File: src/rtl/pf_issue_queue.sv
// Prefetch issue queue: circular FIFO between the prefetcher and memory, with a two-state issue FSM.
// Optional PF_DEDUP_EN drops requests whose address already sits in the queue.
module pf_issue_queue #(
   parameter int DEPTH = 8
) (
   input  logic                       clk,
   input  logic                       rst,
   input  logic                       pf_v,
   input  logic [15:0]                pf_addr,
   output logic                       mem_v,
   output logic [15:0]                mem_addr,
   input  logic                       mem_ready,
   output logic                       full,
   output logic [$clog2(DEPTH):0]     count,
   output logic [15:0]                drop_cnt
);

   localparam int PW = $clog2(DEPTH);
   localparam int CW = PW + 1;

   typedef enum logic [0:0] {
      ST_EMPTY = 1'b0,
      ST_ISSUE = 1'b1
   } state_t;

   state_t          state_r;
   state_t          state_nxt_s;
   logic [15:0]     store_r [DEPTH];
   logic [PW-1:0]   head_r;
   logic [PW-1:0]   tail_r;
   logic [PW-1:0]   head_inc_s;
   logic [CW-1:0]   count_r;
   logic [CW-1:0]   count_nxt_s;
   logic            full_r;
   logic [15:0]     drop_cnt_r;
   logic [15:0]     mem_addr_r;
   logic [15:0]     mem_addr_nxt_s;
   logic            dup_s;
   logic            drop_s;
   logic            push_s;
   logic            pop_s;
   logic            last_s;

`ifdef PF_DEDUP_EN
   // Match incoming address against every occupied slot; a slot being popped this cycle still counts.
   always_comb begin
      dup_s = 1'b0;
      for (int i = 0; i < DEPTH; i++) begin
         if (({1'b0, PW'(PW'(i) - head_r)} < count_r) && (store_r[i] == pf_addr)) begin
            dup_s = 1'b1;
         end else begin
            dup_s = dup_s;
         end
      end
   end
`else
   assign dup_s = 1'b0;
`endif

   // Push/pop decode, next count, next issue address and next FSM state.
   always_comb begin
      drop_s      = pf_v & (full_r | dup_s);
      push_s      = pf_v & ~drop_s;
      pop_s       = (state_r == ST_ISSUE) & mem_ready;
      last_s      = (count_r == {{PW{1'b0}}, 1'b1});
      head_inc_s  = head_r + PW'(1'b1);
      count_nxt_s = count_r + CW'(push_s) - CW'(pop_s);

      // Issue address is kept registered, so it is fetched one step ahead of the head pointer.
      if (push_s && ((state_r == ST_EMPTY) || (pop_s && last_s))) begin
         mem_addr_nxt_s = pf_addr;
      end else if (pop_s) begin
         mem_addr_nxt_s = store_r[head_inc_s];
      end else begin
         mem_addr_nxt_s = mem_addr_r;
      end

      case (state_r)
         ST_EMPTY: begin
            if (push_s) begin
               state_nxt_s = ST_ISSUE;
            end else begin
               state_nxt_s = ST_EMPTY;
            end
         end
         ST_ISSUE: begin
            if (pop_s && last_s && !push_s) begin
               state_nxt_s = ST_EMPTY;
            end else begin
               state_nxt_s = ST_ISSUE;
            end
         end
         default: state_nxt_s = ST_EMPTY;
      endcase
   end

   // Control state: pointers, occupancy, FSM and saturating drop counter.
   always_ff @(posedge clk) begin
      if (rst) begin
         head_r     <= '0;
         tail_r     <= '0;
         count_r    <= '0;
         full_r     <= 1'b0;
         state_r    <= ST_EMPTY;
         drop_cnt_r <= 16'h0000;
      end else begin
         if (push_s) begin
            tail_r <= tail_r + PW'(1'b1);
         end
         if (pop_s) begin
            head_r <= head_inc_s;
         end
         count_r <= count_nxt_s;
         full_r  <= (count_nxt_s == CW'(DEPTH));
         state_r <= state_nxt_s;
         if (drop_s && (drop_cnt_r != 16'hFFFF)) begin
            drop_cnt_r <= drop_cnt_r + 16'h0001;
         end
      end
   end

   // Entry storage and issue address carry no reset; their contents are meaningless while empty.
   always_ff @(posedge clk) begin
      if (!rst && push_s) begin
         store_r[tail_r] <= pf_addr;
      end
      if (!rst) begin
         mem_addr_r <= mem_addr_nxt_s;
      end
   end

   assign mem_v    = (state_r == ST_ISSUE);
   assign mem_addr = mem_addr_r;
   assign full     = full_r;
   assign count    = count_r;
   assign drop_cnt = drop_cnt_r;

endmodule

File: config.mk
export PLATFORM = sky130hd
export DESIGN_NAME = pf_issue_queue
export DESIGN_NICKNAME = d
export VERILOG_FILES = /design/src/rtl/pf_issue_queue.sv
export SDC_FILE = /design/constraint.sdc
export NUM_CORES = 1
export LEC_CHECK = 0
export CAP_MARGIN = 10
export CORE_MARGIN = 2
export CORE_UTILIZATION = 43
export CTS_CLUSTER_SIZE = 40
export DETAILED_ROUTE_END_ITERATION = 6
export PLACE_DENSITY = 0.71
export SLEW_MARGIN = 20
export SYNTH_ARGS = -nofsm -noshare
export SYNTH_HDL_FRONTEND = slang
export SYNTH_SLANG_ARGS = --single-unit
File: constraint.sdc
create_clock -name clk -period 4.21 [get_ports clk]
set_input_delay 0.842 -clock clk [delete_from_list [all_inputs] [get_ports clk]]
set_output_delay 0.842 -clock clk [all_outputs]
set_load 0.005 [all_outputs]
==> results by stage, run 1 <==
Status:
- The flow ran to the end, and the final reports show no timing, DRC or antenna violations.

STA:
- The number of max-slew violations in the final report is 0.
- The worst clock skew is 0.00828 ns.
- The number of endpoints failing setup at the final stage is 0.
- The number of failing hold endpoints at the final stage is 0.
- The minimum period implied by the final worst setup slack is 2.68 ns.
- Measured against its own limit, the worst slew margin works out to 0.408.
- The transition time of the tightest slew-check pin is 0.889 ns.
- The worst hold-check slack is 0.473 ns.
- The setup TNS is 0 ns.
- Dividing the final minimum period by the clock period gives 0.636.
- Setup repair after global routing left no endpoint under its margin.
- The maximum frequency from static timing analysis is 374 MHz.

Power and ir drop:
- The static leakage power is 2.64 nW.
- Of the total power, registers draw 0.501.
- The power density over the cells is 488 nW/um^2.
- The maximum resistive drop on vdd is 0.332 mV.
- The share of total power in combinational logic is 0.156.
- The switching power share of the total is 0.250.
- Cell internal power was estimated by the tool at 3.05 mW.
- The switching power is 1.01 mW.
- The share of total power dissipated in the clock network is 0.343.

Floorplanning:
- The initial utilization of the core area, before any placement, comes to 0.438.
- The die is 131 um wide.
- The initialized floorplan defines 46 standard-cell rows.
- The total core area is 15800 sq um.
- The full die area is 17100 sq um.
- Pin placement for this block handled 58 I/O pins.
- The floorplan step set the die height to 131 um.

Finish:
- The layout cell share with drive strength beyond 1 is 0.181.
- In the final design database the tool counted 519 nets.
- The number of fillers in the final layout is 1292.
- The area added between synthesis and finish is 20.5%.
- Registers take 4890 sq um.
- The area of combinational cells with multiple inputs is 1910 sq um.
- 0 antenna diodes ended up in the layout.

Clocking:
- Clock tree synthesis selected as its root buffer the cell sky130_fd_sc_hd__clkbuf_16.
- Clock latency on the worst-skew pair, taken at its later pin, is 0.43 ns.
- In this run, CTS created clock tree buffers numbering 17.
- The clock tree from TritonCTS is done.
- No sink is reached through more buffers than the 2 on the longest clock path.
- The H-tree was split into 4 levels.
- Clock tree synthesis found a total of 172 sinks.
- The post-cts repair resize count is 0.
- The setup fix buffers added after clock tree synthesis is 0.
- The number of hold buffers added after cts is 0.
- The clock slew seen by the registers of the worst setup and hold paths is 0.06 ns.

Worst setup path:
- In this run the worst path has a maximum fanout of 8.
- The critical path is of the input port to register type.
- The startpoint identified for the worst register-to-register timing path is head_r[1].
- The number of buffers and inverters on the critical path is 3.
- The startpoint class of the critical path is an input port.
- The first element of the critical path is pf_v.
- Data on the critical path arrives at its endpoint at 3.03 ns.
- Walking the worst path, the cells encountered are clkdlybuf4s50_1 > nand2b_1 > ha_1 > inv_1 > ha_1 > inv_1 > fa_1 > xor2_1 > nand3b_1 > nor3_1.
- The stage delay of the slowest cell on the critical path is 0.52 ns.
- The critical path data required time is 4.56 ns.
- The largest individual stage delay along the critical path comes from the cell sky130_fd_sc_hd__clkdlybuf4s50_1.
- The kind of cell adding the most delay to the critical path is adder cells.
- The worst setup path is captured at a register.

Synth:
- The synthesized design spends more area on one cell type than any other, namely sky130_fd_sc_hd__edfxtp_1.
- The net count after synthesis is 448.
- Of the post-synthesis cell area, the dominant cell type holds 0.626.
- The cell with the most instances after synthesis is sky130_fd_sc_hd__edfxtp_1.
- In the synthesized netlist the dominant register cell turns out to be sky130_fd_sc_hd__edfxtp_1.
- The count of synthesis-stage warnings from yosys is 0.
- In this run, synthesis inferred 144 flip-flops with an integrated enable.
- Ranked by total cell area, the synthesized netlist is headed by sky130_fd_sc_hd__edfxtp_1 63%, sky130_fd_sc_hd__mux4_2 10%, sky130_fd_sc_hd__dfxtp_1 8.1%.
- The synthesized netlist contains 43 unique library cells.
- The share of flip-flops with an asynchronous set or reset after synthesis is 0.
- The fraction of the yosys area taken by sequential cells is 0.708.
- The synthesized design contains 172 register bits.
- Counting instances in the post-synthesis netlist gives the leading cell types as 144 x sky130_fd_sc_hd__edfxtp_1, 33 x sky130_fd_sc_hd__nand2_1, 32 x sky130_fd_sc_hd__mux4_2, 28 x sky130_fd_sc_hd__dfxtp_1, 22 x sky130_fd_sc_hd__nor2_1.
- Each instance of the synthesized netlist takes up on average 16.5 sq um.
- The gate count of the mapped netlist is 419.
- The cell area after technology mapping is 6900 sq um.

Routing:
- In the routed layout, each cell is associated on average with a via count of 5.34.
- For this run, design rule violations remaining after detail routing come to 0.
- The detailed router placed 3838 vias in this run.
- The number of search-and-repair iterations in the first detailed-routing pass is 4.
- The routed design has 13500 um of wire.
- The detail-routed net length per standard cell is 18.7 um.
- After the first detailed-routing iteration, the DRC count stood at 281.
- The count of nets left with antenna violations after detail routing is 0.

Place:
- The number of input and output port buffers inserted is 57.
- The detailed placer's ending HPWL is 7920 um.
- The last weighted congestion value of the routability-driven placer is 0.806.

GRT:
- The initial antenna violation count is 0.
- The overall global routing resource usage is 0.171.
- The global-route wire length before repair is 21300 um.
- The via count of the first global-routing pass is 3972.
- Entering global routing, the biggest net connects 34 pins.
- The total congestion overflow after global routing is 0.

Min path:
- The critical hold path startpoint is head_r[1].
- The worst hold path belongs to the class register to register.

Flow run:
- Max-cap violations in this run came to 0.
[cells in the final DEF (no fill, tap or decap), types with 6 or more instances in the layout]
| master | synthesis | final |
|---|---|---|
| sky130_fd_sc_hd__edfxtp_1 | 144 | 144 |
| sky130_fd_sc_hd__clkdlybuf4s50_1 | 0 | 57 |
| sky130_fd_sc_hd__nand2_1 | 33 | 33 |
| sky130_fd_sc_hd__mux4_2 | 32 | 32 |
| sky130_fd_sc_hd__dfxtp_1 | 28 | 27 |
| sky130_fd_sc_hd__nor2_1 | 22 | 22 |
| sky130_fd_sc_hd__o21ai_0 | 19 | 19 |
| sky130_fd_sc_hd__mux2i_1 | 18 | 18 |
| sky130_fd_sc_hd__clkbuf_16 | 0 | 17 |
| sky130_fd_sc_hd__buf_4 | 1 | 15 |
| sky130_fd_sc_hd__inv_1 | 12 | 12 |
| sky130_fd_sc_hd__a21oi_1 | 12 | 11 |
| sky130_fd_sc_hd__ha_1 | 8 | 7 |
| sky130_fd_sc_hd__clkinv_2 | 0 | 7 |
| sky130_fd_sc_hd__nand4_1 | 6 | 6 |
[tightest hold or removal path, delay by kind of cell (launching register included)]
family | cells | cell delay, ns
compound gates | 1 | 0.05
flops | 1 | 0.32
simple gates | 1 | 0.05
[flip-flops by register name, summed over array words and instances, names as in the netlist]
signal,flops
head_r,3
count,4
tail_r,3
store_r,128
full,1
mem_addr,16
drop_cnt,16
mem_v,1
[power by group through the flow]
stage	logic, mW	registers (mW)	clock network (mW)
2_1_floorplan	0.381	2.06	0
3_3_place_gp	0.615	2.07	0
3_5_place_dp	0.640	2.07	0
4_1_cts	0.645	2.03	1.42
5_1_grt	0.706	2.04	1.49
6_report	0.634	2.03	1.39
[stage by stage]
stage          total power [mW]  setup WS [ns]  area, sq um   util  std cells
3_5_place_dp               2.71           1.09         7790  0.494        687
2_1_floorplan              2.44           1.22         6900      -        419
4_1_cts                    4.10           1.54         8320  0.527        719
5_1_grt                    4.24           1.35         8320  0.527        719
3_3_place_gp               2.68           1.20         7790  0.494        687
6_report                   4.06           1.53         8320  0.527        719
[final timing paths]
| check | slack, ns | cells past startpoint | end |
|---|---|---|---|
| setup / recovery | 1.53 | 10 | full |
| hold / removal | 0.47 | 2 | head_r[1] |
| setup reg to reg | 1.99 | 4 | mem_addr[0] |
| hold reg to reg | 0.47 | 2 | head_r[1] |
[layer usage]
layer,track usage,vias to the layer above,wire length [um]
li1,-,1783,-
met1,0.227,1938,5990
met2,0.274,98,6490
met3,0.0497,19,790
met4,0.0576,0,214
met5,0,-,0
[kinds of logic after synthesis]
family	count (synthesis)	synth area share
xor+xnor	7	0.00888
buf+inv	32	0.0192
compound gates	46	0.0399
simple gates	100	0.0716
flops	172	0.708
fa+ha+maj	9	0.0174
mux	53	0.135
[layout make-up]
type | instances | area share
inverters | 12 | 0.00542
clock inverters | 14 | 0.0114
well taps | 216 | 0.0325
repair buffers | 72 | 0.0821
multi-input cells | 215 | 0.230
flip-flops and latches | 172 | 0.587
clock buffers | 18 | 0.0516
Note: power is estimated with default switching activity, not from simulation.
==> run 2: changes to the inputs <==
--- a/config.mk
+++ b/config.mk
@@ -10,7 +10,7 @@
 export CORE_UTILIZATION = 43
 export CTS_CLUSTER_SIZE = 40
 export DETAILED_ROUTE_END_ITERATION = 6
-export PLACE_DENSITY = 0.71
+export PLACE_DENSITY = 0.74
 export SLEW_MARGIN = 20
 export SYNTH_ARGS = -nofsm -noshare
 export SYNTH_HDL_FRONTEND = slang
==> constraint.sdc (replaced) <==
create_clock -name clk -period 2.3 [get_ports clk]
set_input_delay 0.46 -clock clk [delete_from_list [all_inputs] [get_ports clk]]
set_output_delay 0.46 -clock clk [all_outputs]
set_load 0.005 [all_outputs]
==> run 2 against run 1 <==
  * Die area unchanged
  * Clock skew increased by 0.00070 ns
  * Global-route usage shrank 1.0 points
  * Largest power group unchanged
==> results by stage, run 2 (synthesized netlist as in run 1, its figures left out) <==
STA:
- The worst hold-check slack came to 0.486 ns (+0.0132 ns).
- The remaining max-slew budget at the tightest pin was 0.676 (+0.269).
- The minimum period implied by the final worst setup slack is 2.06 ns.
- Setup repair after global routing left no endpoint under its margin.
- The maximum frequency from static timing analysis is 485 MHz.
- The number of failing hold endpoints at the final stage is 0 (unchanged).
- The worst-case setup margin in the final layout was 0.239 ns (-1.30 ns).
- The period utilization is 0.896.
- The number of max-slew violations in the final report is 0 (unchanged).
- The number of endpoints failing setup at the final stage came to 0 (unchanged).
- The worst clock skew was 0.00898 ns (+0.000699 ns).
- The transition time of the tightest slew-check pin was 0.481 ns (-0.407 ns).

Place:
- The pre-CTS setup slack is -0.163 ns (-1.25 ns).
- The number of input and output port buffers inserted is 57 (unchanged).
- The cell area after placement is 8010 sq um (+2.8%).
- The last weighted congestion value of the routability-driven placer is 0.860 (+6.7%).
- The instance count after placement with tap cells included is 701 (+2.0%).
- The detailed placer's ending HPWL is 8110 um (+2.4%).

Finish:
- The layout cell share with drive strength beyond 1 is 0.201 (+0.0202).
- The final cell count without fillers is 733 (+1.9%).
- The final net count is 533 (+2.7%).
- The largest register by flop count is store_r.
- The area added between synthesis and finish is 24.4%.
- The area of all placed cells without fillers is 8590 sq um (+3.2%).
- The number of fillers in the final layout is 1222 (-5.4%).
- The library cells used most frequently in the layout, excluding fill and tap cells, are 144 x sky130_fd_sc_hd__edfxtp_1, 57 x sky130_fd_sc_hd__clkdlybuf4s50_1, 33 x sky130_fd_sc_hd__nand2_1.
- The number of flip-flops in the largest register is 128 (unchanged).
- The number of diodes is 0 (unchanged).
- The most common library cell in the layout ignoring fill and taps is sky130_fd_sc_hd__edfxtp_1.

GRT:
- The total congestion overflow after global routing is 0 (unchanged).
- The initial antenna violation count is 0 (unchanged).
- The overall global routing resource usage was 0.161 (-0.0101).
- The global-route wire length before repair is 20200 um (-5.3%).
- The via count of the first global-routing pass was 3870 (-2.6%).
- The largest net degree at the start of global routing was 34 (unchanged).

Clocking:
- The post-cts repair resize count was 0 (unchanged).
- The clock slew seen by the registers of the worst setup and hold paths is 0.06 ns (about the same).
- The total number of clock tree sinks was 172 (unchanged).
- The setup fix buffers added after clock tree synthesis was 0 (unchanged).
- The number of CTS-inserted buffers is 17 (unchanged).
- In this run the clock root is driven by a sky130_fd_sc_hd__clkbuf_16.
- The worst-case clock buffer depth came to 2 (unchanged).
- The clock tree from TritonCTS is done.
- The clock insertion delay at the later pin of the skew report is 0.42 ns (about the same).
- The number of hold buffers added after cts was 0 (unchanged).
- The count of H-tree levels built during CTS is 4 (unchanged).

Worst setup path:
- The cell with the biggest individual delay on the critical path is sky130_fd_sc_hd__nor4_1.
- The critical path goes through ha_1 > nand3_1 > nor4_1 > buf_4 > a21boi_1 > mux2_2.
- The kind of cell adding the most delay to the critical path is simple AND/OR/NAND/NOR gates.
- By startpoint and endpoint, the worst setup path is classified as register to register.
- The slack of the worst reg-to-reg path came to 0.24 ns (-1.75 ns).
- STA classifies the critical path endpoint as a register.
- The critical path data required time is 2.61 ns (-1.95 ns).
- The stage delay of the slowest cell on the critical path was 0.49 ns (-0.03 ns).
- The startpoint class of the critical path is a register.
- The maximum fanout encountered on the critical timing path is 8 (unchanged).
- The critical path buffer and inverter count is 1 (-2).
- The critical path data arrival time is 2.37 ns (-0.66 ns).

Power and ir drop:
- The maximum resistive drop on vdd is 0.494 mV (+49%).
- The static leakage power is 2.74 nW (+3.8%).
- The power density over the cells is 896 nW/um^2 (+84%).
- The overall power after layout was 7.69 mW (+90%).

Floorplanning:
- The initial standard-cell utilization of the core is 0.438 (unchanged).
- The total number of placement rows is 46 (unchanged).
- The full die area is 17100 sq um (unchanged).
- The height of the die is 131 um (unchanged).
- The number of ports placed on the die boundary was 58 (unchanged).
- The die outline width was 131 um (unchanged).
- The total core area is 15800 sq um (unchanged).

Routing:
- The detail-routed net length per standard cell is 17.6 um (-6.3%).
- The detailed-route via count was 3845 (+0.18%).
- The number of search-and-repair iterations in the first detailed-routing pass came to 4 (unchanged).
- The count of nets left with antenna violations after detail routing is 0 (unchanged).
- The detailed-route DRC error count is 0 (unchanged).
- The vias per cell is 5.25 (-1.7%).
- The final wirelength is 12900 um (-4.5%).
- The count of routing violations after the opening detailed-route iteration was 299 (+6.4%).

Min path:
- The path type of the worst min-delay path is register to register.

Status:
- The flow ran to the end, and the final reports show no timing, DRC or antenna violations.

Flow run:
- The max-cap violation count came to 0 (unchanged).
## run 2: routing by layer
layer / track usage / wire length, um / vias up / part of all wire
met2: 0.269 / 6430 / 88 / 0.50
met3: 0.0403 / 565 / 20 / 0.044
li1: - / - / 1803 / -
met1: 0.203 / 5650 / 1934 / 0.44
met4: 0.0638 / 235 / 0 / 0.018
met5: 0 / 0 / - / 0
## run 2: worst paths after layout
check                   start           to  depth (start not counted)
setup / recovery  drop_cnt[0]  drop_cnt[0]                          6
hold / removal      head_r[1]    head_r[1]                          2
setup reg to reg  drop_cnt[0]  drop_cnt[0]                          6
hold reg to reg     head_r[1]    head_r[1]                          2
## run 2: area by class of cell
| type | instances | area, sq um | area share |
|---|---|---|---|
| multi-input combinational | 215 | 1910 | 0.222 |
| inverter | 12 | 45.0 | 0.00525 |
| tap | 216 | 270 | 0.0315 |
| timing repair buffer | 86 | 901 | 0.105 |
| clock buffer | 18 | 429 | 0.0500 |
| sequential | 172 | 4890 | 0.569 |
| clock inverter | 14 | 146 | 0.0170 |
## run 2: metrics by stage
| step | TNS [ns] | utilization |
|---|---|---|
| 3_3_place_gp | -0.126 | 0.508 |
| 5_1_grt | 0 | 0.545 |
| 6_report | 0 | 0.545 |
| 4_1_cts | 0 | 0.545 |
| 2_1_floorplan | 0 | - |
| 3_5_place_dp | -0.601 | 0.508 |
## run 2: where the power goes
| group | total [mW] | internal [mW] | switching (mW) |
|---|---|---|---|
| Clock | 2.75 | 1.60 | 1.15 |
| Combinational | 1.23 | 0.636 | 0.590 |
| Sequential | 3.72 | 3.63 | 0.0980 |
| Total | 7.69 | 5.86 | 1.84 |
## run 2: tightest hold or removal path, cell delays in order, from the launching register on
cell and delay (ns):
sky130_fd_sc_hd__dfxtp_1 0.32, sky130_fd_sc_hd__nand2_1 0.06, sky130_fd_sc_hd__a21oi_1 0.06
